`src/rtl/sprite_pkg.sv`:
```
// Shared sprite constants, coordinate types and the hit-test helper.
package sprite_pkg;

   localparam int unsigned H_ACTIVE    = 640;
   localparam int unsigned V_ACTIVE    = 480;
   localparam int unsigned COORD_W     = 10;
   localparam int unsigned COORD_EXT_W = 11;

   typedef logic [COORD_W-1:0]     coord_t;
   typedef logic [COORD_EXT_W-1:0] coord_ext_t;

   // True when the draw coordinate lies in the ext_w x ext_h box at (pos_x,pos_y).
   // Differences are taken in 11 bits so a sprite near the right/bottom edge
   // clips instead of wrapping back to column/row 0.
   function automatic logic sprite_inside(input coord_t     draw_x,
                                          input coord_t     draw_y,
                                          input coord_t     pos_x,
                                          input coord_t     pos_y,
                                          input coord_ext_t ext_w,
                                          input coord_ext_t ext_h);
      coord_ext_t dx;
      coord_ext_t dy;
      dx = {1'b0, draw_x} - {1'b0, pos_x};
      dy = {1'b0, draw_y} - {1'b0, pos_y};
      return (draw_x >= pos_x) && (draw_y >= pos_y) && (dx < ext_w) && (dy < ext_h);
   endfunction

endpackage

```
`src/rtl/sprite_anim_ctr.sv`:
```
// Frame-rate bookkeeping: latches position/flip once per video frame and
// steps the animation frame every FRAME_DIV enabled frame_start pulses.
module sprite_anim_ctr
   import sprite_pkg::*;
#(
   parameter int unsigned NUM_FRAMES = 4,
   parameter int unsigned FRAME_DIV  = 8,
   parameter int unsigned FRAME_W    = (NUM_FRAMES > 1) ? $clog2(NUM_FRAMES) : 1
)(
   input  logic               vga_clk,
   input  logic               reset,
   input  logic               frame_start,
   input  logic               anim_en,
   input  coord_t             sprite_x,
   input  coord_t             sprite_y,
   input  logic               flip_h,
   output coord_t             pos_x,
   output coord_t             pos_y,
   output logic               flip_r,
   output logic [FRAME_W-1:0] anim_frame
);

   localparam int unsigned DIV_W = (FRAME_DIV > 1) ? $clog2(FRAME_DIV) : 1;

   logic [DIV_W-1:0] div_cnt;

   // Position and flip only change at frame_start so a frame never tears.
   always_ff @(posedge vga_clk or posedge reset) begin
      if (reset) begin
         pos_x  <= '0;
         pos_y  <= '0;
         flip_r <= 1'b0;
      end else if (frame_start) begin
         pos_x  <= sprite_x;
         pos_y  <= sprite_y;
         flip_r <= flip_h;
      end
   end

   // Divider and animation frame counter, wrapping at FRAME_DIV / NUM_FRAMES.
   always_ff @(posedge vga_clk or posedge reset) begin
      if (reset) begin
         div_cnt    <= '0;
         anim_frame <= '0;
      end else if (frame_start && anim_en) begin
         if (div_cnt == DIV_W'(FRAME_DIV - 1)) begin
            div_cnt <= '0;
            if (anim_frame == FRAME_W'(NUM_FRAMES - 1)) begin
               anim_frame <= '0;
            end else begin
               anim_frame <= anim_frame + FRAME_W'(1);
            end
         end else begin
            div_cnt <= div_cnt + DIV_W'(1);
         end
      end
   end

endmodule

```
`src/rtl/sprite_animator.sv`:
```
// Sprite engine: scaled/flipped/animated sprite placement with transparency.
// Coordinate -> registered ROM address -> ROM data -> registered hit/index.
module sprite_animator
   import sprite_pkg::*;
#(
   parameter int unsigned SPR_W           = 16,
   parameter int unsigned SPR_H           = 16,
   parameter int unsigned NUM_FRAMES      = 4,
   parameter int unsigned FRAME_DIV       = 8,
   parameter int unsigned SCALE_LOG2      = 0,
   parameter int unsigned PIX_BITS        = 4,
   parameter int unsigned TRANSPARENT_IDX = 0,
   parameter int unsigned ADDR_W          = $clog2(SPR_W * SPR_H * NUM_FRAMES),
   localparam int unsigned FRAME_W        = (NUM_FRAMES > 1) ? $clog2(NUM_FRAMES) : 1
)(
   input  logic                vga_clk,
   input  logic                reset,
   input  logic [9:0]          DrawX,
   input  logic [9:0]          DrawY,
   input  logic                blank,
   input  logic                frame_start,
   input  logic [9:0]          sprite_x,
   input  logic [9:0]          sprite_y,
   input  logic                flip_h,
   input  logic                anim_en,
   output logic [ADDR_W-1:0]   rom_address,
   input  logic [PIX_BITS-1:0] rom_q,
   output logic                pix_hit,
   output logic [PIX_BITS-1:0] pix_index,
   output logic [FRAME_W-1:0]  anim_frame
);

   localparam int unsigned COL_W = (SPR_W > 1) ? $clog2(SPR_W) : 1;
   localparam int unsigned ROW_W = (SPR_H > 1) ? $clog2(SPR_H) : 1;

   coord_t pos_x;
   coord_t pos_y;
   logic   flip_r;

   sprite_anim_ctr #(
      .NUM_FRAMES (NUM_FRAMES),
      .FRAME_DIV  (FRAME_DIV),
      .FRAME_W    (FRAME_W)
   ) u_anim_ctr (
      .vga_clk     (vga_clk),
      .reset       (reset),
      .frame_start (frame_start),
      .anim_en     (anim_en),
      .sprite_x    (sprite_x),
      .sprite_y    (sprite_y),
      .flip_h      (flip_h),
      .pos_x       (pos_x),
      .pos_y       (pos_y),
      .flip_r      (flip_r),
      .anim_frame  (anim_frame)
   );

   coord_ext_t        dx_c;
   coord_ext_t        dy_c;
   logic              inside_c;
   logic [COL_W-1:0]  col_raw_c;
   logic [COL_W-1:0]  col_c;
   logic [ROW_W-1:0]  row_c;
   logic [ADDR_W-1:0] addr_c;

   // Hit test and frame-indexed ROM address for the current draw coordinate.
   always_comb begin
      dx_c      = {1'b0, DrawX} - {1'b0, pos_x};
      dy_c      = {1'b0, DrawY} - {1'b0, pos_y};
      inside_c  = sprite_inside(DrawX, DrawY, pos_x, pos_y,
                                COORD_EXT_W'(SPR_W << SCALE_LOG2),
                                COORD_EXT_W'(SPR_H << SCALE_LOG2));
      col_raw_c = COL_W'(dx_c >> SCALE_LOG2);
      col_c     = flip_r ? (COL_W'(SPR_W - 1) - col_raw_c) : col_raw_c;
      row_c     = ROW_W'(dy_c >> SCALE_LOG2);
      addr_c    = '0;
      if (inside_c) begin
         addr_c = (ADDR_W'(anim_frame) * ADDR_W'(SPR_W * SPR_H))
                + (ADDR_W'(row_c) * ADDR_W'(SPR_W))
                + ADDR_W'(col_c);
      end
   end

   logic vld_d1;
   logic vld_d2;

   // Address stage plus a valid bit (inside & active video) riding alongside.
   always_ff @(posedge vga_clk or posedge reset) begin
      if (reset) begin
         rom_address <= '0;
         vld_d1      <= 1'b0;
      end else begin
         rom_address <= addr_c;
         vld_d1      <= inside_c & blank;
      end
   end

   // Valid bit delayed to line up with rom_q.
   always_ff @(posedge vga_clk or posedge reset) begin
      if (reset) begin
         vld_d2 <= 1'b0;
      end else begin
         vld_d2 <= vld_d1;
      end
   end

   // Output stage: transparent or invalid pixels report no hit and index 0.
   always_ff @(posedge vga_clk or posedge reset) begin
      if (reset) begin
         pix_hit   <= 1'b0;
         pix_index <= '0;
      end else if (vld_d2 && (rom_q != PIX_BITS'(TRANSPARENT_IDX))) begin
         pix_hit   <= 1'b1;
         pix_index <= rom_q;
      end else begin
         pix_hit   <= 1'b0;
         pix_index <= '0;
      end
   end

endmodule

```
`config.mk`:
```
export PLATFORM = sky130hd
export DESIGN_NAME = sprite_animator
export DESIGN_NICKNAME = d
export VERILOG_FILES = /design/src/rtl/sprite_pkg.sv /design/src/rtl/sprite_anim_ctr.sv /design/src/rtl/sprite_animator.sv
export SDC_FILE = /design/constraint.sdc
export NUM_CORES = 1
export LEC_CHECK = 0
export CORE_AREA = 2 2 78 80
export CTS_CLUSTER_DIAMETER = 40
export DETAILED_ROUTE_END_ITERATION = 10
export DIE_AREA = 0 0 80 82
export GPL_ROUTABILITY_DRIVEN = 0
export GPL_TIMING_DRIVEN = 0
export PLACE_DENSITY = 0.78
export REMOVE_ABC_BUFFERS = 1
export SLEW_MARGIN = 10
export SYNTH_ARGS = -nofsm -noshare
export SYNTH_HDL_FRONTEND = slang
export SYNTH_HIERARCHICAL = 1
export SYNTH_SLANG_ARGS = --single-unit
```
`constraint.sdc`:
```
create_clock -name vga_clk -period 3.42 [get_ports vga_clk]
set_clock_uncertainty 0.15 [all_clocks]
set_input_delay 1.026 -clock vga_clk [delete_from_list [all_inputs] [get_ports vga_clk]]
set_output_delay 1.026 -clock vga_clk [all_outputs]
set_load 0.02 [all_outputs]
```
==> results.py, run 1 <==
metrics = {
    "status": {
        "outcome": "finished clean",
    },
    "synthesis": {
        "yosysSeqAreaShare": 0.3907,
        "yosys-top-cells-count": "43 x dfrtp_1, 35 x inv_1, 27 x mux2_2, 23 x ha_1, 20 x nor2_1",
        "netlist_area_mm2": 0.002754,
        "synth.distinct_cells": 46,
        "synth-seq-cells": 43,
        "syn_inst": 270,
        "netlist_top_cells_area": "dfrtp_1 39%, mux2_2 11%, ha_1 10%, inv_1 4.8%, nor3_2 3.6%",
        "yosysTopAreaCell": "dfrtp_1",
        "synth.top_cell.area_share": 0.3907,
        "synthFlopType": "dfrtp_1",
        "synth_edf_count": 0,
        "synthArstFlopShare": 1.000,
        "syn_avg_cell_area_um2": 10.20,
        "synth_warnings": 6,
        "yosysMostFrequentCell": "dfrtp_1",
    },
    "global_routing": {
        "grt_util_all_layers": 0.1808,
        "grt_pass1_wl_um": 9156,
        "grt_max_degree": 27,
        "antenna_found_initial": 0,
        "first_global_vias": 2098,
        "grt.overflow.total": 0,
    },
    "setup_path": {
        "rrSetupSlack_ps": 720,
        "path_buf_inv": 3,
        "rr_startpoint": "u_anim_ctr/pos_x[0]$_DFFE_PP0P_",
        "crit_end": "rom_address[2]$_DFF_PP0_",
        "reg2reg_depth": 11,
        "path_max_fanout": 6,
        "end_kind": "flop",
        "crit_type": "in -> reg",
        "slowest_stage": "clkdlybuf4s50_1",
        "worstSetupStartpointType": "input port",
        "cp-startpoint": "DrawY[4]",
        "cp_slowest_stage_delay_ps": 410,
        "cp_top_family": "compound AO/OA/AOI/OAI gates",
        "crit_arrival_ps": 3420,
        "r2r_end": "rom_address[0]$_DFF_PP0_",
        "worstPathCellList": "clkdlybuf4s50_1, ha_1, inv_1, o22ai_1, nor4_2, o2111ai_2, a2111oi_4, nand4bb_4, buf_12, nor3_4",
        "critPathRequiredTime_ps": 3490,
        "path_depth": 10,
    },
    "flow_run": {
        "maxCapViolations": 0,
    },
    "finish": {
        "area_growth_pct": 41.25,
        "final_util": 0.6770,
        "drive_gt1_frac": 0.2363,
        "multi_input_area_mm2": 0.001707,
        "register_area_mm2": 0.001076,
        "fill_cells": 446,
        "nets": 421,
        "antennaDiodeCount": 0,
        "finalNonFillerCells": 422,
    },
    "cts": {
        "ctsLongestPathBuffers": 2,
        "cts_sinks": 43,
        "cts_tree": "yes",
        "clk_transition_reported_paths_ps": 80,
        "root_buffer": "clkbuf_8",
        "clk_latency_ps": 300,
        "cts-htree-levels": 2,
        "cts_buffers": 5,
    },
    "die": {
        "die_x_um": 80,
        "initial_core_util": 0.4793,
        "io_pins": 67,
        "die_area_mm2": 0.006560,
        "die_height_um": 82,
        "row_count": 28,
        "core-area_mm2": 0.005746,
    },
    "routing": {
        "routed_wl_um": 6223,
        "ant_nets": 0,
        "first_pass_iters": 4,
        "drt_iter0_drc": 131,
        "drc": 0,
        "wire_per_inst_um": 14.75,
        "viasPerCell": 5.422,
        "vias": 2288,
    },
    "power": {
        "p_switching_mw": 0.5169,
        "p_comb_frac": 0.393,
        "p_per_area_mw_per_mm2": 399.7,
        "p_sw_frac": 0.3325,
        "seqPwrFrac": 0.384,
        "peakVddDrop_mv": 0.2473,
        "p_leak_nw": 1.751,
        "clockPowerShare": 0.223,
        "p_int_mw": 1.038,
    },
    "timing": {
        "min_period_ps": 3345,
        "relSlewSlack": 0.2861,
        "worstMarginPinSlew_ps": 1067,
        "fin_crit_sh": 0.9780,
        "hold_viol_final": 0,
        "setup_tns_ps": 0,
        "setup_viol": 0,
        "fmax_mhz": 299.0,
        "drv_slew": 0,
    },
    "min_path": {
        "hold_start": "vld_d1$_DFF_PP0_",
        "whs_path_depth": 0,
        "hold_path_class": "reg -> reg",
    },
    "placed_design": {
        "place_inst": 405,
        "detailed_place_hpwl_um": 4196,
        "port_buffers": 66,
    },
}
==> logic make-up after synthesis <==
family	Yosys count	synth area share
AOI/OAI and AO/OA	54	0.1345
xor gates and xnor gates	10	0.03181
adders and majority gates	25	0.1190
buffers and inverters	41	0.06315
DFF	43	0.3907
muxes	29	0.1177
and+or+nand+nor	68	0.1431
==> layout make-up <==
cell class	count	area share
clock inverter	2	0.004181
sequential	43	0.2766
tap	75	0.02412
clock buffer	6	0.02123
timing repair buffer	75	0.2014
inverter	35	0.03377
multi-input combinational	186	0.4387
==> worst min path at each step <==
stage                        to  slack (ps)
2_1_floorplan  vld_d2$_DFF_PP0_         180
3_3_place_gp   vld_d2$_DFF_PP0_         180
3_5_place_dp   vld_d2$_DFF_PP0_         190
4_1_cts        vld_d2$_DFF_PP0_         210
5_1_grt        vld_d2$_DFF_PP0_         230
6_report       vld_d2$_DFF_PP0_         210
==> power groups by stage <==
stage	Sequential, mW	Combinational [mW]	Clock, mW
2_1_floorplan	0.611	0.359	0
3_3_place_gp	0.604	0.509	0
3_5_place_dp	0.607	0.519	0
4_1_cts	0.597	0.536	0.360
5_1_grt	0.606	0.669	0.384
6_report	0.597	0.611	0.347
==> placed cells by master, fill, tap and decap left out, types with 4 or more instances in the layout <==
master           count
nor3_4               4
nor2_1              20
a21o_1               6
ha_4                 8
ha_1                13
nand2b_1             4
dfrtp_1             43
nor3_2               7
a21oi_2              5
mux2_2              27
clkdlybuf4s50_1     59
clkbuf_8             6
nand3_1              5
a21oi_1             14
xnor2_1              7
o22ai_1              4
dlymetal6s2s_1       7
and2_1               4
o21ai_0              5
inv_1               33
buf_4                5
nand2_1             10
==> flip-flops by register name, indices dropped and copies added, names as in the netlist <==
| name | count |
|---|---|
| pix_index | 4 |
| rom_address | 10 |
| vld_d1 | 1 |
| u_anim_ctr/flip_r | 1 |
| u_anim_ctr/pos_y | 10 |
| u_anim_ctr/pos_x | 10 |
| vld_d2 | 1 |
| u_anim_ctr/anim_frame | 2 |
| u_anim_ctr/div_cnt | 3 |
| pix_hit | 1 |
==> worst reg2reg max path: cells and delay by family (launching register included) <==
| family | cells | cell delay [ps] |
|---|---|---|
| AND/OR/NAND/NOR | 3 | 570 |
| flip-flops | 1 | 360 |
| AO/OA/AOI/OAI | 3 | 630 |
| buffers and inverters | 2 | 280 |
| XOR/XNOR | 1 | 110 |
| adder cells (fa/ha/maj) | 2 | 540 |
==> per-stage QoR <==
stage | worst slack, ps | hold WS [ps] | cell area (µm²) | power [mW]
6_report | 75.12 | 210.9 | 3890 | 1.555
5_1_grt | -11.09 | 227.2 | 3890 | 1.660
4_1_cts | 29.24 | 212.3 | 3618 | 1.493
3_5_place_dp | -851.0 | 193.4 | 3466 | 1.126
3_3_place_gp | -794.8 | 183.8 | 3466 | 1.113
2_1_floorplan | -27.59 | 181.2 | 2711 | 0.9705
==> routing by layer <==
metal  vias to the layer above  track usage  share of wire
met3                        13      0.03077          0.044
met1                      1101       0.2159           0.42
met4                         0      0.07797          0.019
met2                        66       0.3208           0.52
li1                       1108            -              -
met5                         -            0              0
==> what timing repair did <==
item	in CTS	in global routing
setup endpoints to repair	11	11
gates cloned	0	2
resized for setup	5	42
pin swaps	2	27
hold buffers	0	0
buffers inserted	2	5
Power figures use the tool's default switching activity.
==> run 2, diff against run 1 <==
- MAX_ROUTING_LAYER: default -> met4
- SLEW_MARGIN: 10 -> default
==> results.py, run 2 (synthesized netlist as in run 1, its figures left out) <==
metrics = {
    "cts": {
        "cts_tree": "yes",
        "cts_sinks": 43,
        "ctsLongestPathBuffers": 2,
        "clk_transition_reported_paths_ps": 80,
        "cts_hold_buf": 0,
        "cts_buffers": 5,
        "root_buffer": "clkbuf_8",
        "clk_latency_ps": 300,
        "cts-htree-levels": 2,
    },
    "setup_path": {
        "rrSetupSlack_ps": 720,
        "crit_arrival_ps": 3420,
        "critPathRequiredTime_ps": 3490,
        "rr_startpoint": "u_anim_ctr/pos_x[0]$_DFFE_PP0P_",
        "cp-startpoint": "DrawY[4]",
        "reg2reg_depth": 11,
        "r2r_end": "rom_address[0]$_DFF_PP0_",
        "worstSetupStartpointType": "input port",
        "end_kind": "flop",
        "crit_end": "rom_address[2]$_DFF_PP0_",
        "path_max_fanout": 6,
        "crit_type": "in -> reg",
    },
    "routing": {
        "drt_iter0_drc": 131,
        "first_pass_iters": 4,
        "vias": 2292,
        "ant_nets": 0,
        "viasPerCell": 5.431,
        "wire_per_inst_um": 14.75,
        "routed_wl_um": 6226,
        "drc": 0,
    },
    "min_path": {
        "hold_start": "vld_d1$_DFF_PP0_",
        "hold_path_class": "reg -> reg",
    },
    "power": {
        "p_total_mw": 1.555,
        "p_per_area_mw_per_mm2": 399.7,
        "peakVddDrop_mv": 0.2473,
        "p_leak_nw": 1.751,
    },
    "timing": {
        "hold_viol_final": 0,
        "relSlewSlack": 0.2861,
        "drv_slew": 0,
        "fin_ws_ps": 75.89,
        "worstMarginPinSlew_ps": 1068,
        "timing.hold.ws_ps": 210.9,
        "min_period_ps": 3344,
        "setup_viol": 0,
        "fin_crit_sh": 0.9778,
        "fmax_mhz": 299.0,
    },
    "placed_design": {
        "detailed_place_hpwl_um": 4196,
        "place_inst": 405,
        "dp_slack_ps": -851.0,
        "port_buffers": 66,
    },
    "global_routing": {
        "first_global_vias": 2099,
        "grt_pass1_wl_um": 9149,
        "grt.overflow.total": 0,
        "antenna_found_initial": 0,
        "grt_util_all_layers": 0.1860,
        "grt_max_degree": 27,
    },
    "finish": {
        "biggestRegsByFlops": "rom_address: 10 flops, u_anim_ctr/pos_x: 10 flops, u_anim_ctr/pos_y: 10 flops",
        "antennaDiodeCount": 0,
        "fill_cells": 446,
        "final_util": 0.6770,
        "area_growth_pct": 41.25,
        "final_cell_mix": "59 x clkdlybuf4s50_1, 43 x dfrtp_1, 33 x inv_1",
        "drive_gt1_frac": 0.2363,
        "nets": 421,
        "finalNonFillerCells": 422,
        "layout_commonest_cell": "clkdlybuf4s50_1",
    },
    "status": {
        "outcome": "finished clean",
    },
    "die": {
        "die_area_mm2": 0.006560,
        "row_count": 28,
        "die_x_um": 80,
        "io_pins": 67,
        "die_height_um": 82,
        "core-area_mm2": 0.005746,
        "initial_core_util": 0.4793,
    },
    "flow_run": {
        "maxCapViolations": 0,
    },
}
==> run 2: timing repair <==
item / in CTS / in global routing
buffers inserted: 2 / 5
endpoints found under the setup margin: 11 / 11
cloned: 0 / 2
pin swaps: 2 / 27
gates resized for setup: 5 / 42
==> run 2: worst min path at each step <==
| stage | cells past startpoint | slack, ps | end |
|---|---|---|---|
| 2_1_floorplan | 0 | 180 | vld_d2$_DFF_PP0_ |
| 4_1_cts | 0 | 210 | vld_d2$_DFF_PP0_ |
| 6_report | 0 | 210 | vld_d2$_DFF_PP0_ |
| 3_3_place_gp | 0 | 180 | vld_d2$_DFF_PP0_ |
| 5_1_grt | 0 | 230 | vld_d2$_DFF_PP0_ |
| 3_5_place_dp | 0 | 190 | vld_d2$_DFF_PP0_ |
==> run 2: critical path, stage by stage <==
cell             delay [ps]
clkdlybuf4s50_1         410
ha_1                    260
inv_1                   110
o22ai_1                 140
nor4_2                  310
o2111ai_2               200
a2111oi_4               400
nand4bb_4               190
buf_12                  190
nor3_4                  170
==> run 2: area by class of cell <==
class                      instances  area [µm²]  area share
multi-input combinational        186        1707      0.4387
sequential                        43        1076      0.2766
timing repair buffer              75       783.3      0.2014
inverter                          35       131.4     0.03377
tap                               75       93.84     0.02412
clock buffer                       6       82.58     0.02123
clock inverter                     2       16.27    0.004181
==> run 2: power breakdown <==
part	leakage [nW]	internal, mW	switching (mW)
Combinational	1.16	0.312	0.299
Clock	0.0474	0.165	0.182
Sequential	0.544	0.561	0.0355
Total	1.75	1.04	0.517
==> run 2: metal layers <==
metal  track usage  vias to the layer above  wire, µm
met5             -                        -         0
li1              -                     1109         -
met1        0.2159                     1101      2602
met2        0.3208                       67      3242
met3       0.03077                       15       275
met4       0.07797                        0       106
==> run 2: stage by stage <==
step	area, µm²	setup TNS, ps
after CTS	3618	0
after detailed placement	3466	-9219
after floorplan	2711	-133.3
after global placement	3466	-8578
final	3890	0
after global routing	3890	-11.10
==> variant 1, RTL diff (config.mk and constraints of run 2) <==
Put a register stage on the output `anim_frame`, without a reset. The value now appears one clock later. The other outputs are not delayed to match.
--- a/src/rtl/sprite_animator.sv
+++ b/src/rtl/sprite_animator.sv
@@ -33,6 +33,8 @@
    localparam int unsigned COL_W = (SPR_W > 1) ? $clog2(SPR_W) : 1;
    localparam int unsigned ROW_W = (SPR_H > 1) ? $clog2(SPR_H) : 1;
 
+   logic [FRAME_W-1:0] anim_frame_d;
+
    coord_t pos_x;
    coord_t pos_y;
    logic   flip_r;
@@ -52,7 +54,7 @@
       .pos_x       (pos_x),
       .pos_y       (pos_y),
       .flip_r      (flip_r),
-      .anim_frame  (anim_frame)
+      .anim_frame  (anim_frame_d)
    );
 
    coord_ext_t        dx_c;
@@ -75,7 +77,7 @@
       row_c     = ROW_W'(dy_c >> SCALE_LOG2);
       addr_c    = '0;
       if (inside_c) begin
-         addr_c = (ADDR_W'(anim_frame) * ADDR_W'(SPR_W * SPR_H))
+         addr_c = (ADDR_W'(anim_frame_d) * ADDR_W'(SPR_W * SPR_H))
                 + (ADDR_W'(row_c) * ADDR_W'(SPR_W))
                 + ADDR_W'(col_c);
       end
@@ -118,5 +120,9 @@
       end
    end
 
+   always_ff @(posedge vga_clk) begin
+      anim_frame <= anim_frame_d;
+   end
+
 endmodule
 
Formal check against the unedited RTL: not equivalent (a bounded check fails within 10 cycles, from zero or initial values and one cycle with reset high).
==> variant 1 against run 2 <==
Count of clock-buffer cells in the layout is 1 lower. Cell count is 0.24% lower. Setup slack better by 14 ps. Wire length is 6.4% lower. Sequential cell count is 2 higher. Clock power is 22% higher. Sequential power is 6.2% higher. Worst hold slack worse by 2.3 ps. Final area is 1.2% lower. Power is 6.3% higher. Largest cell class unchanged. Area after synthesis is 1.5% higher.
==> variant 1: results (changes against run 2) <==
final_layout:
  layoutNonFillerInstCount: 421  # was 422
  drive_gt1_share_pct: 21.4  # was 23.6%
  nFillCells: 460  # was 446
synthesis:
  netlist_top_cells_area: "sky130_fd_sc_hd__dfrtp_1 (39%), sky130_fd_sc_hd__mux2_2 (11%), sky130_fd_sc_hd__ha_1 (10%)"  # unchanged
  syn_area_per_cell_um2: 10.3  # was 10.2 um2
  synthMuxAreaShare_pct: 11.6  # was 11.8%
  synth_async_sr_flop_share_pct: 95.6  # was 100%
  share_of_synthesized_area_occupied_by_flip_flops_and_latches_pct: 39.9  # was 39.1%
  yosys.area_share.xor_xnor_pct: 3.13  # was 3.18%
drt:
  detailedRoute.firstIterationViolations: 195  # was 131
  routed_wl_mm: 5.83  # was 6.23 mm
  routed_via_density: 5.37  # was 5.43
critical_path:
  cp_top_family: "simple AND/OR/NAND/NOR gates"  # was compound AO/OA/AOI/OAI gates
  worstReg2RegStart: "u_anim_ctr/pos_x[6]"  # was u_anim_ctr/pos_x[0]
  crit-reg2reg-capture: "rom_address[6]"  # was rom_address[0]
  maximum_net_fanout_on_the_critical_path: 8  # was 6
grt:
  global_routing_usage_summed_across_all_routing_layers_pct: 19.1  # was 18.6%
power:
  clock_power_share_pct: 25.7  # was 22.3%
  p_clk_uw: 425  # was 347 uW
  power.switching_fraction_pct: 32.2  # was 33.3%
  power.leakage_nw: 1.71  # was 1.75 nW
status:
  run_status: "finished, final reports clean"  # unchanged
placed_design:
  detailedPlacementHpwl_mm: 4.22  # was 4.20 mm
  dp_slack_ps: -849  # was -851 ps
  postPlaceCellArea_um2: 3510  # was 3470 um2
sta:
  hold_slack_ps: 209  # was 211 ps
-- variant 1: cell types whose count changed in the layout (fill, tap and decap cells not counted), moves of 2 or more --
cell | before | now
sky130_fd_sc_hd__buf_4 | 5 | 3
sky130_fd_sc_hd__clkdlybuf4s50_1 | 59 | 65
sky130_fd_sc_hd__dfxtp_1 | 0 | 2
sky130_fd_sc_hd__dlymetal6s2s_1 | 7 | 1
sky130_fd_sc_hd__ha_1 | 13 | 15
sky130_fd_sc_hd__ha_2 | 2 | 5
sky130_fd_sc_hd__ha_4 | 8 | 3
sky130_fd_sc_hd__inv_6 | 0 | 2
-- variant 1: worst max path at each step --
stage                     endpoint  cells past startpoint      from  slack [ps]
floorplan           rom_address[0]                     11  DrawX[0]         -30
global placement    rom_address[7]                     12  DrawX[0]        -780
detailed placement  rom_address[0]                     12  DrawX[0]        -850
CTS                 rom_address[0]                     12  DrawX[0]          40
global route        rom_address[9]                     10  DrawX[7]         -30
finish              rom_address[6]                     10  DrawX[5]          90
-- variant 1: worst register-to-register path: stages, from the launching register on --
cell                        delay (ps)
sky130_fd_sc_hd__dfrtp_1           350
sky130_fd_sc_hd__inv_1              50
sky130_fd_sc_hd__ha_2              410
sky130_fd_sc_hd__or2b_1            140
sky130_fd_sc_hd__o22ai_1            80
sky130_fd_sc_hd__nor4_2            210
sky130_fd_sc_hd__o2111ai_2         200
sky130_fd_sc_hd__a2111oi_4         410
sky130_fd_sc_hd__nand4bb_4         190
sky130_fd_sc_hd__buf_12            190
sky130_fd_sc_hd__nor3_4            140
-- variant 1: layout make-up --
cell class              instances  share of cell area, %
multi-input cells             186                   42.8
flip-flops and latches         45                   29.0
repair buffers                 72                   19.3
inverters                      35                   3.42
well taps                      75                   2.44
clock buffers                   5                   1.79
clock inverters                 3                   1.24
==> variant 2, RTL diff (config.mk and constraints of run 2) <==
Without the edit above. Set the parameter `PIX_BITS` to 5 (it was 4).
--- a/src/rtl/sprite_animator.sv
+++ b/src/rtl/sprite_animator.sv
@@ -8,7 +8,7 @@
    parameter int unsigned NUM_FRAMES      = 4,
    parameter int unsigned FRAME_DIV       = 8,
    parameter int unsigned SCALE_LOG2      = 0,
-   parameter int unsigned PIX_BITS        = 4,
+   parameter int unsigned PIX_BITS        = 5,
    parameter int unsigned TRANSPARENT_IDX = 0,
    parameter int unsigned ADDR_W          = $clog2(SPR_W * SPR_H * NUM_FRAMES),
    localparam int unsigned FRAME_W        = (NUM_FRAMES > 1) ? $clog2(NUM_FRAMES) : 1
Interface: changed (resized pix_index and rom_q); port bits go from 67 to 69. The function was not compared with the original's and may differ.
==> variant 2 against run 2 <==
Sequential cell count is 1 higher. Critical path depth is 1 higher. Cell count is 0.95% higher. Sequential share of layout area is 0.12 points higher. Clock power is 24% higher. Power is 11% higher. Wire length is 2.0% lower. Global-route usage is 0.91 points higher. Utilization is 1.3 points higher. Final area is 1.9% higher. Sequential power is 2% higher. Area after synthesis is 1.7% higher. Setup slack worse by 46 ps. Largest cell class unchanged. Largest power group unchanged. Highest routed layer unchanged.
==> variant 2: results (changes against run 2) <==
placed_design:
  postPlaceCellArea_um2: 3530  # was 3470 um2
  dp_slack_ps: -828  # was -851 ps
  detailedPlacementHpwl_mm: 4.35  # was 4.20 mm
  io_buffers: 68  # was 66
critical_path:
  worstReg2RegStart: "u_anim_ctr/pos_y[0]"  # was u_anim_ctr/pos_x[0]
  cp_top_family: "buffers and inverters"  # was compound AO/OA/AOI/OAI gates
  cpMaxStageDelayCell: "sky130_fd_sc_hd__or4_1"  # was sky130_fd_sc_hd__clkdlybuf4s50_1
  r2r_setup_slack_ps: 670  # was 720 ps
  critical_path_buf_inv_count: 4  # was 3
  timing.critical_path.slowest_cell_delay_ps: 500  # was 410 ps
  maximum_net_fanout_on_the_critical_path: 5  # was 6
  worst_setup_path_startpoint: "DrawY[2]"  # was DrawY[4]
  crit-reg2reg-capture: "rom_address[0]"  # unchanged
  criticalPathCategory: "in2reg"  # unchanged
  timing.critical_path.arrival_ps: 3440  # was 3420 ps
grt:
  grt_pass1_vias: 2248  # was 2,099
  grt_first_pass_wirelength_mm: 9.99  # was 9.15 mm
  global_routing_usage_summed_across_all_routing_layers_pct: 19.5  # was 18.6%
  grt_max_degree: 27  # unchanged
  antenna_violations_before_repair: 0  # unchanged
sta:
  worst_path_setup_slack_after_routing_ps: 29.6  # was 75.9 ps
  max-slew-margin-rel_pct: 31.4  # was 28.6%
cts:
  cts-root-buf: "sky130_fd_sc_hd__clkbuf_8"  # unchanged
  clkSlewWorstSetupHoldPaths_ps: 90
  htree_num_levels: 2  # unchanged
status:
  run_status: "finished, final reports clean"  # unchanged
hold_path:
  timing.hold.worst.class: "reg2reg"  # unchanged
  min_path_cells: 0  # unchanged
synthesis:
  synth_async_sr_flop_share_pct: 100  # unchanged
  commonest_cells_in_the_synthesized_netlist: "sky130_fd_sc_hd__dfrtp_1 (44), sky130_fd_sc_hd__inv_1 (28), sky130_fd_sc_hd__mux2_2 (27)"  # was sky130_fd_sc_hd__dfrtp_1 (43), sky130_fd_sc_hd__inv_1 (35), sky130_fd_sc_hd__mux2_2 (27)
  netlist_top_cells_area: "sky130_fd_sc_hd__dfrtp_1 (39%), sky130_fd_sc_hd__mux2_2 (11%), sky130_fd_sc_hd__ha_1 (10%)"  # unchanged
  share_of_synthesized_area_occupied_by_flip_flops_and_latches_pct: 39.3  # was 39.1%
  post_synth_num_cell_types: 47  # was 46
power:
  max-vdd-ir-drop_mv: 0.249  # was 0.247 mV
  power.leakage_nw: 1.71  # was 1.75 nW
final_layout:
  nets: 426  # was 421
  post-route-cell-area_um2: 3960  # was 3890 um2
  drive_gt1_share_pct: 25.6  # was 23.6%
  nFillCells: 433  # was 446
drt:
  route.detailed.wl_per_inst_um: 14.3  # was 14.8 um
  detailedRoute.firstIterationViolations: 92  # was 131
  routed_via_density: 5.41  # was 5.43
-- variant 2: cell count changes in the layout (fill, tap and decap cells not counted), moves of 5 or more --
cell and delta:
sky130_fd_sc_hd__nor3_2 -7, sky130_fd_sc_hd__dlymetal6s2s_1 -5, sky130_fd_sc_hd__clkdlybuf4s50_1 +6, sky130_fd_sc_hd__nor4_2 +7, sky130_fd_sc_hd__buf_4 +5, sky130_fd_sc_hd__nor2_1 -10, sky130_fd_sc_hd__nand3_1 +11, sky130_fd_sc_hd__ha_4 -6
sky130_fd_sc_hd__inv_1 -7
-- variant 2: worst register-to-register path, delay by kind of cell (launching register included) --
| family | cells | cell delay (ps) |
|---|---|---|
| and+or+nand+nor | 2 | 410 |
| buffers and inverters | 3 | 350 |
| AOI/OAI and AO/OA | 3 | 530 |
| muxes | 1 | 330 |
| adders and majority gates | 2 | 530 |
| DFF | 1 | 360 |
-- variant 2: kinds of logic (layout without fill, tap and decap cells) --
family	count (synthesis)	in the layout	share of synthesized area, %
compound gates	53	54	12.5
xor+xnor	12	12	3.75
fa+ha+maj	25	25	11.7
buf+inv	40	117	5.90
flops	44	44	39.3
mux	27	27	10.9
simple gates	72	72	16.0
-- variant 2: cell type report --
class                      count  area share, %
multi-input combinational    190           44.1
sequential                    44           27.8
timing repair buffer          80           20.0
inverter                      29           2.75
tap                           75           2.37
clock buffer                   6           2.08
clock inverter                 2          0.979
-- variant 2: timing repair --
item / CTS / global route
gates cloned: 1 / 0
resized for setup: 20 / 25
endpoints found under the setup margin: 11 / 11
pin swaps: 18 / 19
setup buffers: 4 / 7
-- variant 2: metrics by stage --
stage	cells	total power, mW
2_1_floorplan	262	1.00
3_3_place_gp	405	1.16
4_1_cts	419	1.69
6_report	426	1.73
3_5_place_dp	406	1.18
5_1_grt	426	1.85
-- variant 2: layer usage --
metal	track usage (%)	vias up	wire length (um)
met5	-	-	0
met4	4.41	0	67
met1	24.2	1098	2600
met3	3.30	9	348
li1	-	1132	-
met2	33.6	66	3090
-- variant 2: worst min path at each step --
stage / from / endpoint / slack [ps]
2_1_floorplan: vld_d1 / vld_d2 / 180
3_3_place_gp: vld_d1 / vld_d2 / 180
3_5_place_dp: vld_d1 / vld_d2 / 180
4_1_cts: vld_d1 / vld_d2 / 210
5_1_grt: vld_d1 / vld_d2 / 220
6_report: vld_d1 / vld_d2 / 210
-- variant 2: power by group --
| group | internal, mW | switching (mW) |
|---|---|---|
| Clock | 0.239 | 0.190 |
| Combinational | 0.337 | 0.356 |
| Sequential | 0.573 | 0.0370 |
